**config.mk**
```make
export PLATFORM = sky130hd
export DESIGN_NAME = mcp4922_frame_rx
export DESIGN_NICKNAME = d
export VERILOG_FILES = /design/src/rtl/mcp4922_frame_rx.sv
export SDC_FILE = /design/constraint.sdc
export NUM_CORES = 1
export LEC_CHECK = 0
export BUFFER_PORTS_ARGS = -buffer_cell sky130_fd_sc_hd__clkbuf_2
export CAP_MARGIN = 10
export CORE_MARGIN = 10
export CORE_UTILIZATION = 30
export CTS_BUF_LIST = sky130_fd_sc_hd__clkbuf_4 sky130_fd_sc_hd__clkbuf_8
export CTS_CLUSTER_SIZE = 16
export DETAILED_ROUTE_END_ITERATION = 10
export PLACE_DENSITY_LB_ADDON = 0.3
export SYNTH_ARGS = -nofsm -noshare
export SYNTH_HDL_FRONTEND = slang
export SYNTH_SLANG_ARGS = --single-unit
export TNS_END_PERCENT = 5
```
**constraint.sdc**
```tcl
create_clock -name clk -period 3.6 [get_ports clk]
set_clock_uncertainty 0.2 [all_clocks]
set_input_delay 0.72 -clock clk [delete_from_list [all_inputs] [get_ports clk]]
set_output_delay 0.72 -clock clk [all_outputs]
set_load 0.1 [all_outputs]
```
**src/rtl/mcp4922_frame_rx.sv**
```systemverilog
// MCP4922 frame receiver: oversamples the DAC's 3-wire bus in the clk domain
// and decodes 16-bit frames into per-channel value/config registers.
//
// Ports:
//   clk, reset        system clock, synchronous active-high reset
//   cs_pin            chip select (active low, async)
//   clk_pin           serial clock, data taken on its rising edge
//   data_pin          serial data, MSB first
//   value_a/value_b   last committed value for channel A/B
//   cfg_a/cfg_b       {BUF, GA_n, SHDN_n} of last frame for channel A/B
//   update            1-cycle pulse on frame commit
//   upd_axis          channel of last committed frame
//   frame_err         1-cycle pulse when a frame ends with bad bit count
//   frame_count       count of committed frames (wraps)
module mcp4922_frame_rx #(
  parameter int SYNC_STAGES = 2,
  parameter int VALUE_BITS  = 12
) (
  input  logic                  clk,
  input  logic                  reset,
  input  logic                  cs_pin,
  input  logic                  clk_pin,
  input  logic                  data_pin,
  output logic [VALUE_BITS-1:0] value_a,
  output logic [VALUE_BITS-1:0] value_b,
  output logic [2:0]            cfg_a,
  output logic [2:0]            cfg_b,
  output logic                  update,
  output logic                  upd_axis,
  output logic                  frame_err,
  output logic [15:0]           frame_count
);

  localparam int FB = VALUE_BITS + 4;
  localparam int CW = $clog2(FB + 2);
  localparam logic [CW-1:0] CNT_FULL = CW'(FB);
  localparam logic [CW-1:0] CNT_OVR  = CW'(FB + 1);

  typedef enum logic {
    S_IDLE,
    S_SHIFT
  } state_t;

  // synchronizers plus one extra copy per pin
  logic [SYNC_STAGES-1:0] cs_sq;
  logic [SYNC_STAGES-1:0] ck_sq;
  logic [SYNC_STAGES-1:0] dt_sq;
  logic                   cs_xq;
  logic                   ck_xq;
  logic                   dt_xq;

  // vld_q fills with ones after reset; once full the cs
  // copies reflect real pin samples rather than presets
  logic [SYNC_STAGES:0]   vld_q;
  logic                   armed_q;
  logic                   arm;

  logic                   cs_rise_q;
  logic                   cs_fall_q;
  logic                   ck_rise_q;

  state_t                 state_q, state_d;
  logic [FB-1:0]          shift_q, shift_d;
  logic [CW-1:0]          cnt_q, cnt_d;
  logic                   commit_q, commit_d;
  logic                   err_q, err_d;

  logic [VALUE_BITS-1:0]  value_a_q;
  logic [VALUE_BITS-1:0]  value_b_q;
  logic [2:0]             cfg_a_q;
  logic [2:0]             cfg_b_q;
  logic                   update_q;
  logic                   upd_axis_q;
  logic                   frame_err_q;
  logic [15:0]            frame_count_q;

  logic                   cs_s;
  logic                   ck_s;

  assign cs_s = cs_sq[SYNC_STAGES-1];
  assign ck_s = ck_sq[SYNC_STAGES-1];

  // a cs fall only counts after cs has really been seen high,
  // so a reset taken mid-frame cannot start a bogus frame
  assign arm = armed_q | (vld_q[SYNC_STAGES] & cs_xq);

  always_ff @(posedge clk) begin
    if (reset) begin
      cs_sq     <= '1;
      ck_sq     <= '0;
      dt_sq     <= '0;
      cs_xq     <= 1'b1;
      ck_xq     <= 1'b0;
      dt_xq     <= 1'b0;
      vld_q     <= '0;
      armed_q   <= 1'b0;
      cs_rise_q <= 1'b0;
      cs_fall_q <= 1'b0;
      ck_rise_q <= 1'b0;
    end else begin
      cs_sq     <= {cs_sq[SYNC_STAGES-2:0], cs_pin};
      ck_sq     <= {ck_sq[SYNC_STAGES-2:0], clk_pin};
      dt_sq     <= {dt_sq[SYNC_STAGES-2:0], data_pin};
      cs_xq     <= cs_s;
      ck_xq     <= ck_s;
      dt_xq     <= dt_sq[SYNC_STAGES-1];
      vld_q     <= {vld_q[SYNC_STAGES-1:0], 1'b1};
      armed_q   <= arm;
      // edges are registered, so they line up with the x copies
      cs_rise_q <= cs_s & ~cs_xq;
      cs_fall_q <= cs_xq & ~cs_s & arm;
      ck_rise_q <= ck_s & ~ck_xq;
    end
  end

  always_ff @(posedge clk) begin
    if (reset) begin
      state_q  <= S_IDLE;
      shift_q  <= '0;
      cnt_q    <= '0;
      commit_q <= 1'b0;
      err_q    <= 1'b0;
    end else begin
      state_q  <= state_d;
      shift_q  <= shift_d;
      cnt_q    <= cnt_d;
      commit_q <= commit_d;
      err_q    <= err_d;
    end
  end

  always_comb begin
    state_d  = state_q;
    shift_d  = shift_q;
    cnt_d    = cnt_q;
    commit_d = 1'b0;
    err_d    = 1'b0;
    unique case (state_q)
      S_IDLE: begin
        if (cs_fall_q) begin
          state_d = S_SHIFT;
          shift_d = '0;
          cnt_d   = '0;
        end
      end
      S_SHIFT: begin
        if (cs_rise_q) begin
          state_d = S_IDLE;
          if (cnt_q == CNT_FULL) begin
            commit_d = 1'b1;
          end else begin
            err_d = 1'b1;
          end
        end else if (ck_rise_q && !cs_xq) begin
          shift_d = {shift_q[FB-2:0], dt_xq};
          if (cnt_q != CNT_OVR) begin
            cnt_d = cnt_q + CW'(1);
          end
        end
      end
      default: state_d = S_IDLE;
    endcase
  end

  // shift_q is only cleared on the cycle after commit_q at the
  // earliest, so it still holds the frame here
  always_ff @(posedge clk) begin
    if (reset) begin
      value_a_q     <= '0;
      value_b_q     <= '0;
      cfg_a_q       <= '0;
      cfg_b_q       <= '0;
      update_q      <= 1'b0;
      upd_axis_q    <= 1'b0;
      frame_err_q   <= 1'b0;
      frame_count_q <= '0;
    end else begin
      update_q    <= commit_q;
      frame_err_q <= err_q;
      if (commit_q) begin
        upd_axis_q    <= shift_q[FB-1];
        frame_count_q <= frame_count_q + 16'd1;
        if (shift_q[FB-1]) begin
          value_b_q <= shift_q[VALUE_BITS-1:0];
          cfg_b_q   <= shift_q[FB-2:FB-4];
        end else begin
          value_a_q <= shift_q[VALUE_BITS-1:0];
          cfg_a_q   <= shift_q[FB-2:FB-4];
        end
      end
    end
  end

  assign value_a     = value_a_q;
  assign value_b     = value_b_q;
  assign cfg_a       = cfg_a_q;
  assign cfg_b       = cfg_b_q;
  assign update      = update_q;
  assign upd_axis    = upd_axis_q;
  assign frame_err   = frame_err_q;
  assign frame_count = frame_count_q;

endmodule

```
* Yosys cells after proc, flatten, opt, wreduce, memory -nomap -nowiden
Index checks and enable logic that the tools add are counted.
** Cells by class
- Add/sub/neg operators :: 2
- $mul :: 0
- Div/mod/pow operators :: 0
- $lt $le $gt $ge :: 0
- Equality and inequality tests :: 6
- Shift operators :: 0
- Mux-type cells :: 15
- Bitwise logic cells :: 12
- Reductions and logical operators :: 7
** Operators with widths (number)
- $mux 16 :: 3
- $pmux 16 s2 :: 1
- $mux 5 :: 4
- $add 16x1->16 const B :: 1
- $pmux 5 s2 :: 1
- $not 1->1 :: 6
- $add 5x1->5 const B :: 1
- $and 1x1->1 :: 5
- $eq 5x5->1 const B :: 1
- $mux 1 :: 5
- $ne 5x5->1 const B :: 1
- $ne 2x1->1 const B :: 2
- $ne 2x2->1 const B :: 2
- $reduce_and 2->1 :: 2
- $reduce_and 4->1 :: 1
- $reduce_and 3->1 :: 1
- $reduce_or 3->1 :: 1
- $pmux 1 s2 :: 1
- $logic_and 1x1->1 :: 1
- $logic_not 1->1 :: 1
- $or 1x1->1 :: 1
** Storage, ports and cells
- Register bits after elaboration :: 89
- Latch bits :: 0
- Bits in writable memories :: 0
- Memory bits (read-only) :: 0
- Bits of input ports :: 5
- Output and inout bits :: 49
- Logic and storage cells :: 67
- Memories kept :: 0

* Longest topological paths before layout
- Depth after elaboration :: 5
- Mapped depth :: 6
- Gate-level depth less buffers :: 6

* Worst setup path before layout
OpenSTA, ideal clock, no wires.
- Kind :: register to register
- Start point :: reg frame_count_q[3] (netlist: frame_count[3])
- End point :: reg frame_count_q[13] (netlist: frame_count[13])
- Setup time :: 0.070 ns
- Data arrival time :: 2.082 ns
- Data required time :: 3.330 ns
- Slack :: 1.248 ns
- Cell stages (with the launch flop) :: 6
- Buffers on the path :: 1
- Clock period less this slack :: 2.352 ns
- Path through :: dfxtp_1 -> and4_1 -> buf_6 -> nand4_1 -> or3_1 -> a21oi_1
** Between the ends
- Longest elaborated chain between the ends :: 1
** Ends and longest elaborated chain
- start: declaration :: RTL line 75 : logic [15:0] frame_count_q;
- start signal: assignment :: RTL line 182 : frame_count_q <= frame_count_q + 16'd1;
- $add 16x1->16 :: RTL line 182
No other way between the ends.
A chain may end at the register's enable or synchronous reset.

* Worst setup path after layout
- Start point :: reg frame_count_q[7] (netlist: frame_count[7])
- End point :: out frame_count[7]
** RTL lines
- end: declaration :: RTL line 31 : output logic [15:0] frame_count
No word-level cell between the ends.

==> metrics.md <==
| Metric | Value |
|---|---|
| Clock Tree Buf Depth | `2` |
| Antenna violations before repair | `0` |
| Worst path slowest cell | `sky130_fd_sc_hd__dfxtp_1` |
| Worst Setup Path Type | `flip-flop to output pin` |
| Async SR Flop Fraction | `0%` |
| TritonCTS clock tree | `done` |
| Number of flops mapped to enable cells by yosys | `0` |
| Via count normalized by instance count | `4.62` |
| Top-level I/O count | `54` |
| Final wirelength | `7110 µm` |
| Synth warn | `0` |
| Port Buf Inserts | `53` |
| Number of rows in the core area | `38` |
| Number of buffer and inverter instances along the worst setup path | `1` |
| Area of the die | `0.0155 mm²` |
| H-tree levels | `3` |
| Top_reg_cell synth | `sky130_fd_sc_hd__dfxtp_1` |
| Outcome | `complete, no violations` |
| Max-slew violation count | `0` |
| Normalized max-slew margin | `27.6%` |
| Worst setup startpoint | `frame_count[7]$_SDFFE_PP0P_` |
| Data arrival time of the worst path | `1430 ps` |
| Library cell occupying the most area in the post-synthesis netlist | `sky130_fd_sc_hd__dfxtp_1` |
| Height of the die | `124 µm` |
| Peak supply drop | `0.180 mV` |
| RSZ-0062 raised after global routing | `no` |
| Source of the worst hold timing path | `ck_xq$_SDFF_PP0_` |
| # fillers | `1155` |
| Worst-Margin Slew | `1080 ps` |
| GR Overflow Total | `0` |
| Area share of the largest cell type after synthesis | `54.4%` |
| Cells along the critical path | `clkbuf_2` |
| Number of vias after detailed routing | `2588` |
| Largest net degree at the start of global routing | `31` |
| Number of sinks driven by the clock tree | `89` |
| Pleak | `0.00141 µW` |
| Count of hold buffers inserted by post-cts repair | `0` |
| Hold/Removal Path Class | `flip-flop to flip-flop` |
| Post-synthesis instance area | `0.00327 mm²` |
| Starting density of the core | `30.5%` |
| Fin crit share | `65.2%` |
| Antenna diode instance count | `0` |
| Library cell with the highest instance count after synthesis | `sky130_fd_sc_hd__dfxtp_1` |
| Clock Tree Root | `sky130_fd_sc_hd__clkbuf_8` |
| Standard cell core area | `0.0107 mm²` |
| Post-CTS Setup Repair Bufs | `0` |
| Utilization after layout | `35.8%` |
| Die width | `124 µm` |
| Post-CTS Resized | `0` |
| Worst-Skew Late Latency | `360 ps` |
| Number of global-route vias before repair | `2443` |
| Worst Path Required | `2680 ps` |
| Clock transition at the registers of the reported paths | `90 ps` |
| Min Tclk post-route | `2350 ps` |
| Kind of cell adding the most delay to the critical path | `flip-flops` |
| Ranking of synthesized cells by area | `sky130_fd_sc_hd__dfxtp_1, sky130_fd_sc_hd__nand2_1, sky130_fd_sc_hd__a21oi_1` |
| Global-route wire length before repair | `12200 µm` |
| Post-detailed-route count of antenna-violating nets | `0` |
| TNS Setup | `0 ps` |
| Post-synthesis area per instance | `8.80 µm²` |
| Synthesis-stage register bit count | `89` |
| Most common library cells after synthesis | `sky130_fd_sc_hd__dfxtp_1, sky130_fd_sc_hd__nand2_1, sky130_fd_sc_hd__a21oi_1` |
| Number of instances in the synthesized netlist | `372` |
| Sequential area share after synthesis | `54.4%` |
| Pre-Repair DR Iteration Count | `4` |
| Max stage delay on crit path | `540 ps` |
| Power Dens Cells | `463 mW/mm²` |
| DR iter-0 viols | `153` |
| Post-detailed-route DRC marker count | `0` |
| Overall routing resource usage | `9.22%` |
| Maximum fanout along the worst path | `10` |
| Final setup violation count | `0` |
| Weighted congestion at the end of routability-driven global placement | `0.690` |
| F_max | `0.426 GHz` |
| Nature of the critical path startpoint | `flip-flop` |
| Max-cap violations | `0` |
| Area growth, synth to finish | `17.5%` |
| Number of distinct library cells after synthesis | `37` |
| Wire length per cell | `12.7 µm` |
| Share of final-layout standard cells stronger than drive strength 1 | `18.8%` |
| Critical R2R Launch | `state_q$_SDFF_PP0_` |
| Half-perimeter wire length after placement | `4890 µm` |
| Total nets after synthesis | `381` |
| Number of nets at the end of the flow | `424` |
| Count of endpoints failing hold in the final timing report | `0` |
| Total clock buffers created by CTS | `9` |
| Worst setup EP type | `output pin` |
[logic make-up (layout without fill, tap and decap cells)]
family          after synthesis  after routing  share of synthesized area [%]
fa+ha+maj                     4              4                           1.53
compound gates               70             70                           11.3
flops                        89             89                           54.4
buf+inv                      29             77                           4.05
mux                           1              1                          0.306
simple gates                168            168                           25.4
xor+xnor                     11             11                           2.94
[cells in the final DEF, fill, tap and decap left out, drive strengths merged, types with 2 or more instances in the layout]
| cell | n |
|---|---|
| nor3b | 2 |
| bufinv | 2 |
| nand2 | 81 |
| nor2b | 14 |
| inv | 7 |
| nor2 | 15 |
| and4 | 4 |
| clkinvlp | 2 |
| dfxtp | 89 |
| a21oi | 59 |
| xor2 | 9 |
| o21ai | 8 |
| xnor2 | 2 |
| or3 | 5 |
| nand2b | 3 |
| ha | 4 |
| or2 | 3 |
| clkbuf | 62 |
| and3 | 2 |
| buf | 3 |
| nand4 | 11 |
| and2 | 3 |
| nand3 | 20 |
[path summary, 6_finish.rpt]
kind / end / slack (ps) / cells past startpoint
worst min-delay path: ck_rise_q$_SDFF_PP0_ / 190 / 1
worst max register to register: cnt_q[3]$_SDFFE_PP0P_ / 1560 / 5
worst max-delay path: frame_count[7] / 1250 / 1
worst min register to register: ck_rise_q$_SDFF_PP0_ / 190 / 1
[sequential cells by signal, indices dropped and copies added (netlist names), 2 cells and up]
signal,flops
frame_count,16
shift_q,16
value_a,12
value_b,12
cnt_q,5
cfg_a,3
cfg_b,3
vld_q,3
ck_sq,2
cs_sq,2
dt_sq,2
[stage by stage]
| stage | setup WS [ps] | area [µm²] | cells | hold slack (ps) | power, µW |
|---|---|---|---|---|---|
| final | 1250 | 3850 | 560 | 190 | 1780 |
| after global routing | 1160 | 3850 | 560 | 222 | 1850 |
| after CTS | 1220 | 3850 | 560 | 194 | 1800 |
| after detailed placement | 1500 | 3620 | 544 | 182 | 1040 |
| after global placement | 1520 | 3620 | 544 | 176 | 1040 |
| after floorplan | 1250 | 3270 | 372 | 167 | 1040 |
[report_power, final]
| part | total, µW | leakage (µW) | switching, µW | internal, µW |
|---|---|---|---|---|
| sequential | 992 | 0.000719 | 1.88 | 990 |
| clock | 762 | 0.000106 | 365 | 397 |
| combinational | 26.9 | 0.000589 | 19.4 | 7.51 |
[metal layers]
layer | part of all wire, % | global-route usage, % | vias to the layer above
met5 | 0 | 0 | -
met4 | 1.5 | 3.70 | 0
met3 | 4.0 | 2.89 | 6
met2 | 46 | 14.4 | 42
met1 | 49 | 11.5 | 1208
li1 | - | - | 1332
[final cells by class]
type,instances,area [µm²],share of cell area (%)
Sequential cell,89,1780,46.3
Multi-Input combinational cell,254,1360,35.3
Inverter,5,18.8,0.488
Tap cell,140,175,4.55
Clock buffer,9,124,3.22
Timing Repair Buffer,56,288,7.48
Clock inverter,7,101,2.63
(Power assumes the default switching activity.)
